### config.mk
export PLATFORM = sky130hd
export DESIGN_NAME = axi_burst_addr_gen
export DESIGN_NICKNAME = d
export VERILOG_FILES = /design/src/rtl/axi_burst_pkg.sv /design/src/rtl/axi_beat_addr_next.sv /design/src/rtl/axi_burst_addr_gen.sv
export SDC_FILE = /design/constraint.sdc
export NUM_CORES = 1
export LEC_CHECK = 0
export CAP_MARGIN = 20
export CORE_MARGIN = 2
export CORE_UTILIZATION = 52
export CTS_CLUSTER_SIZE = 24
export DETAILED_ROUTE_END_ITERATION = 8
export PLACE_DENSITY = 0.72
export SLEW_MARGIN = 20
export SYNTH_ARGS = -nofsm -noshare
export SYNTH_HDL_FRONTEND = slang
export SYNTH_SLANG_ARGS = --single-unit
### constraint.sdc
create_clock -name clk -period 12.45 [get_ports clk]
set_input_delay 2.49 -clock clk [delete_from_list [all_inputs] [get_ports clk]]
set_output_delay 2.49 -clock clk [all_outputs]
set_load 0.05 [all_outputs]
### src/rtl/axi_burst_pkg.sv
// Shared encodings, limits and helpers for the AXI burst address generator.
package axi_burst_pkg;

    typedef enum logic [1:0] {
        BURST_FIXED = 2'b00,
        BURST_INCR  = 2'b01,
        BURST_WRAP  = 2'b10,
        BURST_RSVD  = 2'b11
    } burst_e;

    typedef enum logic [0:0] {
        StIdle,
        StBurst
    } state_e;

    localparam int unsigned MAX_SIZE      = 2;
    localparam int unsigned BOUNDARY_BITS = 12;

    // Bit n set when a WRAP burst of AxLEN == n is legal (lengths 2, 4, 8, 16 beats).
    localparam logic [15:0] WRAP_LEN_SET = 16'h808A;

    function automatic logic wrap_len_legal(input logic [31:0] len);
        return (len < 32'd16) && WRAP_LEN_SET[len[3:0]];
    endfunction

endpackage

### src/rtl/axi_beat_addr_next.sv
// Combinational next-beat address for FIXED, INCR and WRAP bursts.
module axi_beat_addr_next #(
    parameter int unsigned ADDR_W = 32
) (
    input  logic [ADDR_W-1:0] addr_i,
    input  logic [2:0]        size_i,
    input  logic [1:0]        burst_i,
    input  logic [ADDR_W-1:0] lower_i,
    input  logic [ADDR_W-1:0] wrap_bytes_i,
    output logic [ADDR_W-1:0] next_addr_o
);
    import axi_burst_pkg::*;

    logic [ADDR_W-1:0] step;
    logic [ADDR_W-1:0] incr_next;
    logic [ADDR_W-1:0] wrap_sum;
    logic [ADDR_W-1:0] wrap_next;

    always_comb begin
        step      = ADDR_W'(1) << size_i;
        // Aligning first makes an unaligned beat 0 land on the next aligned slot.
        incr_next = (addr_i & ~(step - ADDR_W'(1))) + step;
        wrap_sum  = addr_i + step;
        wrap_next = (wrap_sum == lower_i + wrap_bytes_i) ? lower_i : wrap_sum;

        case (burst_i)
            BURST_INCR: next_addr_o = incr_next;
            BURST_WRAP: next_addr_o = wrap_next;
            default:    next_addr_o = addr_i;
        endcase
    end

endmodule

### src/rtl/axi_burst_addr_gen.sv
// Expands one accepted AXI burst descriptor into a registered per-beat address stream.
module axi_burst_addr_gen #(
    parameter int unsigned ADDR_W   = 32,
    parameter int unsigned LEN_W    = 8,
    parameter int unsigned MAX_SIZE = axi_burst_pkg::MAX_SIZE
) (
    input  logic              clk,
    input  logic              reset,
    input  logic              cmd_valid,
    output logic              cmd_ready,
    input  logic [ADDR_W-1:0] cmd_addr,
    input  logic [LEN_W-1:0]  cmd_len,
    input  logic [2:0]        cmd_size,
    input  logic [1:0]        cmd_burst,
    output logic              beat_valid,
    input  logic              beat_ready,
    output logic [ADDR_W-1:0] beat_addr,
    output logic [LEN_W-1:0]  beat_idx,
    output logic              beat_last,
    output logic              beat_err,
    output logic              busy
);
    import axi_burst_pkg::*;

    state_e            state_q, state_d;
    logic [ADDR_W-1:0] addr_q, addr_d;
    logic [ADDR_W-1:0] lower_q, lower_d;
    logic [ADDR_W-1:0] wrap_bytes_q, wrap_bytes_d;
    logic [LEN_W-1:0]  idx_q, idx_d;
    logic [LEN_W-1:0]  len_q, len_d;
    logic [2:0]        size_q, size_d;
    logic [1:0]        burst_q, burst_d;
    logic              last_q, last_d;
    logic              err_q, err_d;

    logic [ADDR_W-1:0] cmd_step;
    logic [ADDR_W-1:0] cmd_bytes;
    logic [ADDR_W-1:0] cmd_base;
    logic [ADDR_W:0]   incr_end;
    logic              cross_4k;
    logic              cmd_err;
    logic [ADDR_W-1:0] next_addr;

    // Descriptor legality; the extra top bit catches bursts running past 2^ADDR_W.
    always_comb begin
        cmd_step  = ADDR_W'(1) << cmd_size;
        cmd_bytes = (ADDR_W'(cmd_len) + ADDR_W'(1)) << cmd_size;
        cmd_base  = cmd_addr & ~(cmd_step - ADDR_W'(1));
        incr_end  = {1'b0, cmd_base} + {1'b0, cmd_bytes} - {{ADDR_W{1'b0}}, 1'b1};
        cross_4k  = incr_end[ADDR_W:BOUNDARY_BITS] != {1'b0, cmd_addr[ADDR_W-1:BOUNDARY_BITS]};
        cmd_err   = (32'(cmd_size) > MAX_SIZE)
                 || (cmd_burst == BURST_RSVD)
                 || ((cmd_burst == BURST_WRAP)
                     && (!wrap_len_legal(32'(cmd_len))
                         || ((cmd_addr & (cmd_step - ADDR_W'(1))) != '0)))
                 || ((cmd_burst == BURST_INCR) && cross_4k);
    end

    axi_beat_addr_next #(
        .ADDR_W (ADDR_W)
    ) u_addr_next (
        .addr_i       (addr_q),
        .size_i       (size_q),
        .burst_i      (burst_q),
        .lower_i      (lower_q),
        .wrap_bytes_i (wrap_bytes_q),
        .next_addr_o  (next_addr)
    );

    always_comb begin
        state_d      = state_q;
        addr_d       = addr_q;
        lower_d      = lower_q;
        wrap_bytes_d = wrap_bytes_q;
        idx_d        = idx_q;
        len_d        = len_q;
        size_d       = size_q;
        burst_d      = burst_q;
        last_d       = last_q;
        err_d        = err_q;

        unique case (state_q)
            StIdle: begin
                if (cmd_valid) begin
                    state_d      = StBurst;
                    addr_d       = cmd_addr;
                    lower_d      = cmd_addr & ~(cmd_bytes - ADDR_W'(1));
                    wrap_bytes_d = cmd_bytes;
                    idx_d        = '0;
                    len_d        = cmd_len;
                    size_d       = cmd_size;
                    burst_d      = cmd_burst;
                    last_d       = (cmd_len == '0);
                    err_d        = cmd_err;
                end
            end
            StBurst: begin
                if (beat_ready) begin
                    if (last_q) begin
                        state_d = StIdle;
                    end else begin
                        // Illegal bursts hold the start address so the datapath can drain.
                        addr_d = err_q ? addr_q : next_addr;
                        idx_d  = idx_q + LEN_W'(1);
                        last_d = (idx_q + LEN_W'(1)) == len_q;
                    end
                end
            end
            default: ;
        endcase
    end

    always_ff @(posedge clk or posedge reset) begin
        if (reset) begin
            state_q      <= StIdle;
            addr_q       <= '0;
            lower_q      <= '0;
            wrap_bytes_q <= '0;
            idx_q        <= '0;
            len_q        <= '0;
            size_q       <= '0;
            burst_q      <= '0;
            last_q       <= 1'b0;
            err_q        <= 1'b0;
        end else begin
            state_q      <= state_d;
            addr_q       <= addr_d;
            lower_q      <= lower_d;
            wrap_bytes_q <= wrap_bytes_d;
            idx_q        <= idx_d;
            len_q        <= len_d;
            size_q       <= size_d;
            burst_q      <= burst_d;
            last_q       <= last_d;
            err_q        <= err_d;
        end
    end

    assign cmd_ready  = (state_q == StIdle);
    assign busy       = (state_q == StBurst);
    assign beat_valid = (state_q == StBurst);
    assign beat_addr  = addr_q;
    assign beat_idx   = idx_q;
    assign beat_last  = last_q;
    assign beat_err   = err_q;

endmodule
# ---- Yosys cells after proc, flatten, opt, wreduce, memory -nomap -nowiden
# Memory sizes are Yosys's and may differ from the RTL's.
# Cells that the tools add are included.
dict set report totals {
  mem_bits_ro 16
  in_bits 49
  n_memories 1
  reg_bits 120
  output_inout_bits 45
}
dict set report op_classes {
  n_eq_ne 13
  reduce_logical 14
  n_bitwise 8
  add_sub_neg 10
  shift 3
  order_cmp 3
  mux 20
}
# memory depth width rd rd_ports_with_merged_regs write_ports line_no
set mem_list {}
lappend mem_list {{(name not given)} 16 1 1 0 0 axi_burst_pkg.sv:23} ;# return (len < 32'd16) && WRAP_LEN_SET[len[3:0]];
# operator n
set ops {}
lappend ops {{2-to-1 mux 32 bit} 5}
lappend ops {{AND 32 bit} 4}
lappend ops {{one-hot mux 32 bit (2 select lines)} 2}
lappend ops {{adder 32 bit} 3}
lappend ops {{inverter 32 bit} 3}
lappend ops {{subtractor 32 x 1 -> 32 bit, second input constant} 3}
lappend ops {{<< shifter 1 x 3 -> 32 bit, first input constant} 2}
lappend ops {{adder 32 x 32 -> 33 bit} 1}
lappend ops {{subtractor 33 x 1 -> 33 bit, second input constant} 1}
lappend ops {{== test 32 bit} 1}
lappend ops {{nonzero test 32 bit} 1}
lappend ops {{<< shifter 9 x 3 -> 32 bit} 1}
lappend ops {{2-to-1 mux 8 bit} 3}
lappend ops {{!= test 21 x 20 -> 1 bit} 1}
lappend ops {{one-hot mux 8 bit (2 select lines)} 1}
lappend ops {{adder 8 x 1 -> 9 bit, second input constant} 1}
lappend ops {{adder 8 x 1 -> 8 bit, second input constant} 1}
lappend ops {{== test 8 bit} 1}
lappend ops {{logical NOT 8 bit} 1}
lappend ops {{< comparator 8 x 5 -> 1 bit, second input constant} 1}
lappend ops {{!= test 2 bit, second input constant} 4}
lappend ops {{2-to-1 mux 1 bit} 7}
lappend ops {{== test 2 bit, second input constant} 3}
lappend ops {{< comparator 4 x 5 -> 1 bit, second input constant} 1}
lappend ops {{11 further kinds} 19}

# ---- Depth between registers and ports, before layout
dict set report logic_depth {
  depth_word 10
  ltp_mapped 21
  ltp_nobuf 20
}

# ---- Cells and area by module
# A second synthesis with hierarchy kept.
dict set report hier_totals {
  hier_cells 1703
  area_unflattened_um2 12894.9
}
# module cells_per_inst area_per_inst_um2 seq_area_each_um2 n_inst
set modules_own_cells {}
lappend modules_own_cells {axi_burst_addr_gen 983 7990.2 2602.5 1}
lappend modules_own_cells {axi_beat_addr_next 720 4904.7 0.0 1}

# ---- Worst setup path before layout
# Ideal clock, no wire load.
dict set report synth_timing {
  kind {input -> register}
  from {input port cmd_len[3]}
  to {register err_q (netlist: beat_err)}
  path_stages 19
  path_slack_ns 4.974
  path_buffers 1
  arrival_time_ns 7.342
  cell_sequence {clkbuf_2 -> nand4_1 -> or3_1 -> and2_1 -> mux2_2 -> mux4_2 -> ha_1 -> inv_1 -> ha_1 -> a211o_1 -> o32ai_1 -> a211oi_1 -> o22a_1 -> a221o_1 -> a21oi_1 -> mux2_2 -> or4_1 -> a2111oi_0 -> a21oi_1}
}
dict set report synth_between {
  elab_chain_len 8
}
# item line_no
set synth_rtl {}
lappend synth_rtl {{start, declared} axi_burst_addr_gen.sv:12} ;# input logic [LEN_W-1:0] cmd_len,
lappend synth_rtl {{parallel branches: the longest is 7 deep, another holds adder 32 x 32 -> 33 bit} -}
lappend synth_rtl {{logical OR 1 bit (*)} axi_burst_addr_gen.sv:56} ;# || ((cmd_burst == BURST_INCR) && cross_4k);
lappend synth_rtl {{end signal, assigned} axi_burst_addr_gen.sv:135} ;# err_q <= err_d;
lappend synth_rtl {{end, declared} axi_burst_addr_gen.sv:34} ;# logic err_q, err_d;
# Mark *: on every way between the ends. The select of a mux whose other input is x is not followed.
# A chain may end at the register's enable or synchronous reset.

# ---- Worst setup path in the final report
dict set report layout_timing {
  from {input port cmd_size[0]}
  to {register err_q (netlist: beat_err)}
}
dict set report layout_between {
  elab_chain_len 9
}
# item line_no
set layout_rtl {}
lappend layout_rtl {{start, declared} axi_burst_addr_gen.sv:13} ;# input logic [2:0] cmd_size,
lappend layout_rtl {{<< shifter 1 x 3 -> 32 bit} axi_burst_addr_gen.sv:46} ;# cmd_step = ADDR_W'(1) << cmd_size;
lappend layout_rtl {{subtractor 32 x 1 -> 32 bit} {axi_burst_addr_gen.sv:48, axi_burst_addr_gen.sv:55}}
lappend layout_rtl {{inverter 32 bit} axi_burst_addr_gen.sv:48} ;# cmd_base = cmd_addr & ~(cmd_step - ADDR_W'(1));
lappend layout_rtl {{AND 32 bit} axi_burst_addr_gen.sv:48}
lappend layout_rtl {{adder 32 x 32 -> 33 bit} axi_burst_addr_gen.sv:49} ;# incr_end = {1'b0, cmd_base} + {1'b0, cmd_bytes} - {{ADDR_W{1'b0}}, 1'b1};
lappend layout_rtl {{subtractor 33 x 1 -> 33 bit} axi_burst_addr_gen.sv:49}
lappend layout_rtl {{!= test 21 x 20 -> 1 bit} axi_burst_addr_gen.sv:50} ;# cross_4k = incr_end[ADDR_W:BOUNDARY_BITS] != {1'b0, cmd_addr[ADDR_W-1:BOUNDARY_BITS]};
lappend layout_rtl {{logical AND 1 bit} axi_burst_addr_gen.sv:56}
lappend layout_rtl {{logical OR 1 bit (*)} axi_burst_addr_gen.sv:56}
# Mark *: on every way between the ends. The rest lies on a longest branch, timed or not.

==> results.ini <==
[flow_run]
cap_violations = 0

[route]
drc = 0
dr.first_iter.drc_count = 1269
routedWlPerCell_um = 20.7
wl_mm = 40.0
dr.pass1.iters = 5
viasPerCell = 6.39
antenna_left = 0
num_vias = 12325

[place]
placedCellCount = 1911
io_buffers = 93
dp_hpwl_mm = 30.7
gp_congestion = 0.971
dp_worst_setup_slack_ps = 3630

[power_and_ir_drop]
power_switching_mw = 1.55
pwr_density_cell_mw_per_mm2 = 220
p_total_mw = 2.96
pwr-share-comb_pct = 65.8
p_seq_share_pct = 24.3
power.internal_mw = 1.41
max-vdd-ir-drop_mv = 0.0963
clock_power_share_pct = 9.9
switching_share_pct = 52.5
p_leak_nw = 5.73

[clock_tree]
clk_pin_slew_ps = 80
post_cts_buffers = 0
hold_buffers = 0
cts.sinks = 104
insertion_delay_ps = 370
cts_root_buffer = clkbuf_16
htreeDepth = 3
cts_tree = yes
post_cts_resized = 0
clock_path_buffers = 2
cts_buffers = 9

[run_status]
status = finished clean

[floorplan]
ioPinCount = 94
row_count = 56
die_x_um = 157
die_area_mm2 = 0.0247
initial_utilization_pct = 52.4
core-area_mm2 = 0.0233
die_h_um = 157

[critical_path]
cpMaxStageDelayCell = clkdlybuf4s50_1
cp_top_family = compound AO/OA/AOI/OAI gates
critical_path.startpoint_type = primary input
crit_chain = clkdlybuf4s50_1 -> clkinv_1 -> nor4_1 -> o21ai_0 -> and2_1 -> mux4_2 -> ha_1 -> inv_1 -> ha_1 -> a211o_1 -> o32ai_1 -> a211oi_1 -> o22a_1 -> a221o_1 -> a21oi_1 -> mux2_2 -> or4_1 -> a2111oi_0 -> a21oi_1
path_buf_inv = 3
critPathMaxFanout = 17
slowest_delay_ps = 840
crit_required_ps = 12690
arrival_ps = 8770
crit_path_end_kind = flop
worstSetupPathType = primary input to flop

[yosys]
ys_async_sr_fraction_pct = 100
synth_seq_area_share_pct = 21.3
ys_seq_elements = 104
synth_fp_nets = 1723
synth_edf_count = 0
avgSynthCellArea_um2 = 7.67
yosysUniqueCellTypes = 98
ys.flop_type = dfrtp_1
syn_area_mm2 = 0.0122
syn_inst = 1591
yosysWarnings = 0

[cells_and_area]
final_common_cell = nand2_1
postLayoutCoreUtil_pct = 57.9
areaGrowthSynthToFinish_pct = 10.4
drive_above_1_share_pct = 4.91
fin_cells = 1928
nNetsFinal = 1735
mostFrequentLayoutCells = nand2_1 (201), o21ai_0 (116), dfrtp_1 (104), clkdlybuf4s50_1 (93), inv_1 (88)
nFillCells = 2200

[grt]
grt_max_degree = 74
grt_pass1_wl_mm = 62.4
grt_remaining_overflow = 0
grt_pass1_vias = 11317
grt_usage_pct = 32.3
antenna_found_initial = 2

[timing]
rsz0062_at_grt = no
postLayoutSetupSlackWorst_ps = 3920
timing.final.crit_period_ps = 8530
final.setup.tns_ps = 0
post-route-period-util_pct = 68.5
setup-violations-final = 0
fmax_ghz = 0.117
finalClockSkew_ps = 8.20
hold_viol = 0
tightest_slew_ps = 1000
slew_headroom_pct = 32.8
drv_slew = 0

[hold_path]
hp-class = flop to flop

[Yosys cell counts, types with 17 or more instances]
cell,number,share of area [%]
and3_1,37,1.9
inv_1,89,2.7
nor3_1,22,0.90
a211oi_1,26,1.6
a21oi_1,82,3.4
and2_1,23,1.2
clkbuf_1,66,2.0
xnor2_1,82,5.9
nand3_1,67,2.7
ha_1,81,8.3
o211ai_1,17,1.0
nand4_1,36,1.8
xor2_1,60,4.3
buf_2,18,0.74
nand2_1,202,6.2
a21o_1,17,1.0
a31oi_1,28,1.4
o21ai_0,116,4.8
dfrtp_1,104,21
nor2_1,88,2.7
[tightest hold or removal path, cell delays in order, from the launching register on]
cell	delay [ps]
dfrtp_1	350
nand2_1	50
o21ai_0	70
[final cells by class]
type	instances	area, um2	share of cell area [%]
Clock inverter	6	58.8	0.437
Tap cell	319	399	2.96
Clock buffer	10	229	1.70
Sequential cell	104	2600	19.3
Multi-Input combinational cell	1294	8830	65.5
Timing Repair Buffer	103	1010	7.47
Antenna cell	1	2.50	0.0186
Inverter	91	344	2.55
[power groups by stage]
stage               logic [mW]  registers [mW]  clock network (mW)
detailed placement        1.91           0.716                   0
CTS                       1.92           0.709               0.293
finish                    1.95           0.721               0.292
global placement          1.87           0.713                   0
floorplan                 1.35           0.776                   0
global route              2.12           0.740               0.306
[metal layers]
metal  track usage [%]  wire length (um)  part of all wire (%)
met1              47.6             18100                    45
met2              47.0             16600                    41
met3              5.73              4190                    10
met4              12.0              1180                   3.0
met5                 0                 0                     0
[kinds of logic (layout without fill, tap and decap cells)]
family          Yosys count  count (layout)  share of synthesized area, %
flops                   104             104                          21.3
xor+xnor                152             152                          12.0
other cells               0               1                             0
buf+inv                 193             210                          6.47
mux                      22              22                          2.19
fa+ha+maj                83              83                          8.64
simple gates            601             601                          25.3
compound gates          436             436                          24.0
[flip-flops by register name, indices dropped and copies added, names as in the netlist]
signal and flops:
beat_addr 32, lower_q 32, wrap_bytes_q 16, beat_idx 8, len_q 8, size_q 3, burst_q 2, beat_err 1
beat_last 1, beat_valid 1
[metrics by stage]
stage          hold slack (ps)  area, um2
6_report                   495      13500
5_1_grt                    521      13500
4_1_cts                    496      13500
3_5_place_dp               478      13200
3_3_place_gp               468      13200
2_1_floorplan              450      12200
[final timing paths]
check,startpoint,endpoint,slack [ps],cells after the start
max in group asynchronous,reset,beat_err,8650,3
hold / removal,wrap_bytes_q[0],wrap_bytes_q[0],500,2
hold reg to reg,wrap_bytes_q[0],wrap_bytes_q[0],500,2
setup reg to reg,size_q[0],beat_addr[12],6990,15
min in group asynchronous,reset,beat_addr[8],2490,2
setup / recovery,cmd_size[0],beat_err,3920,19
Power figures use the tool's default switching activity.
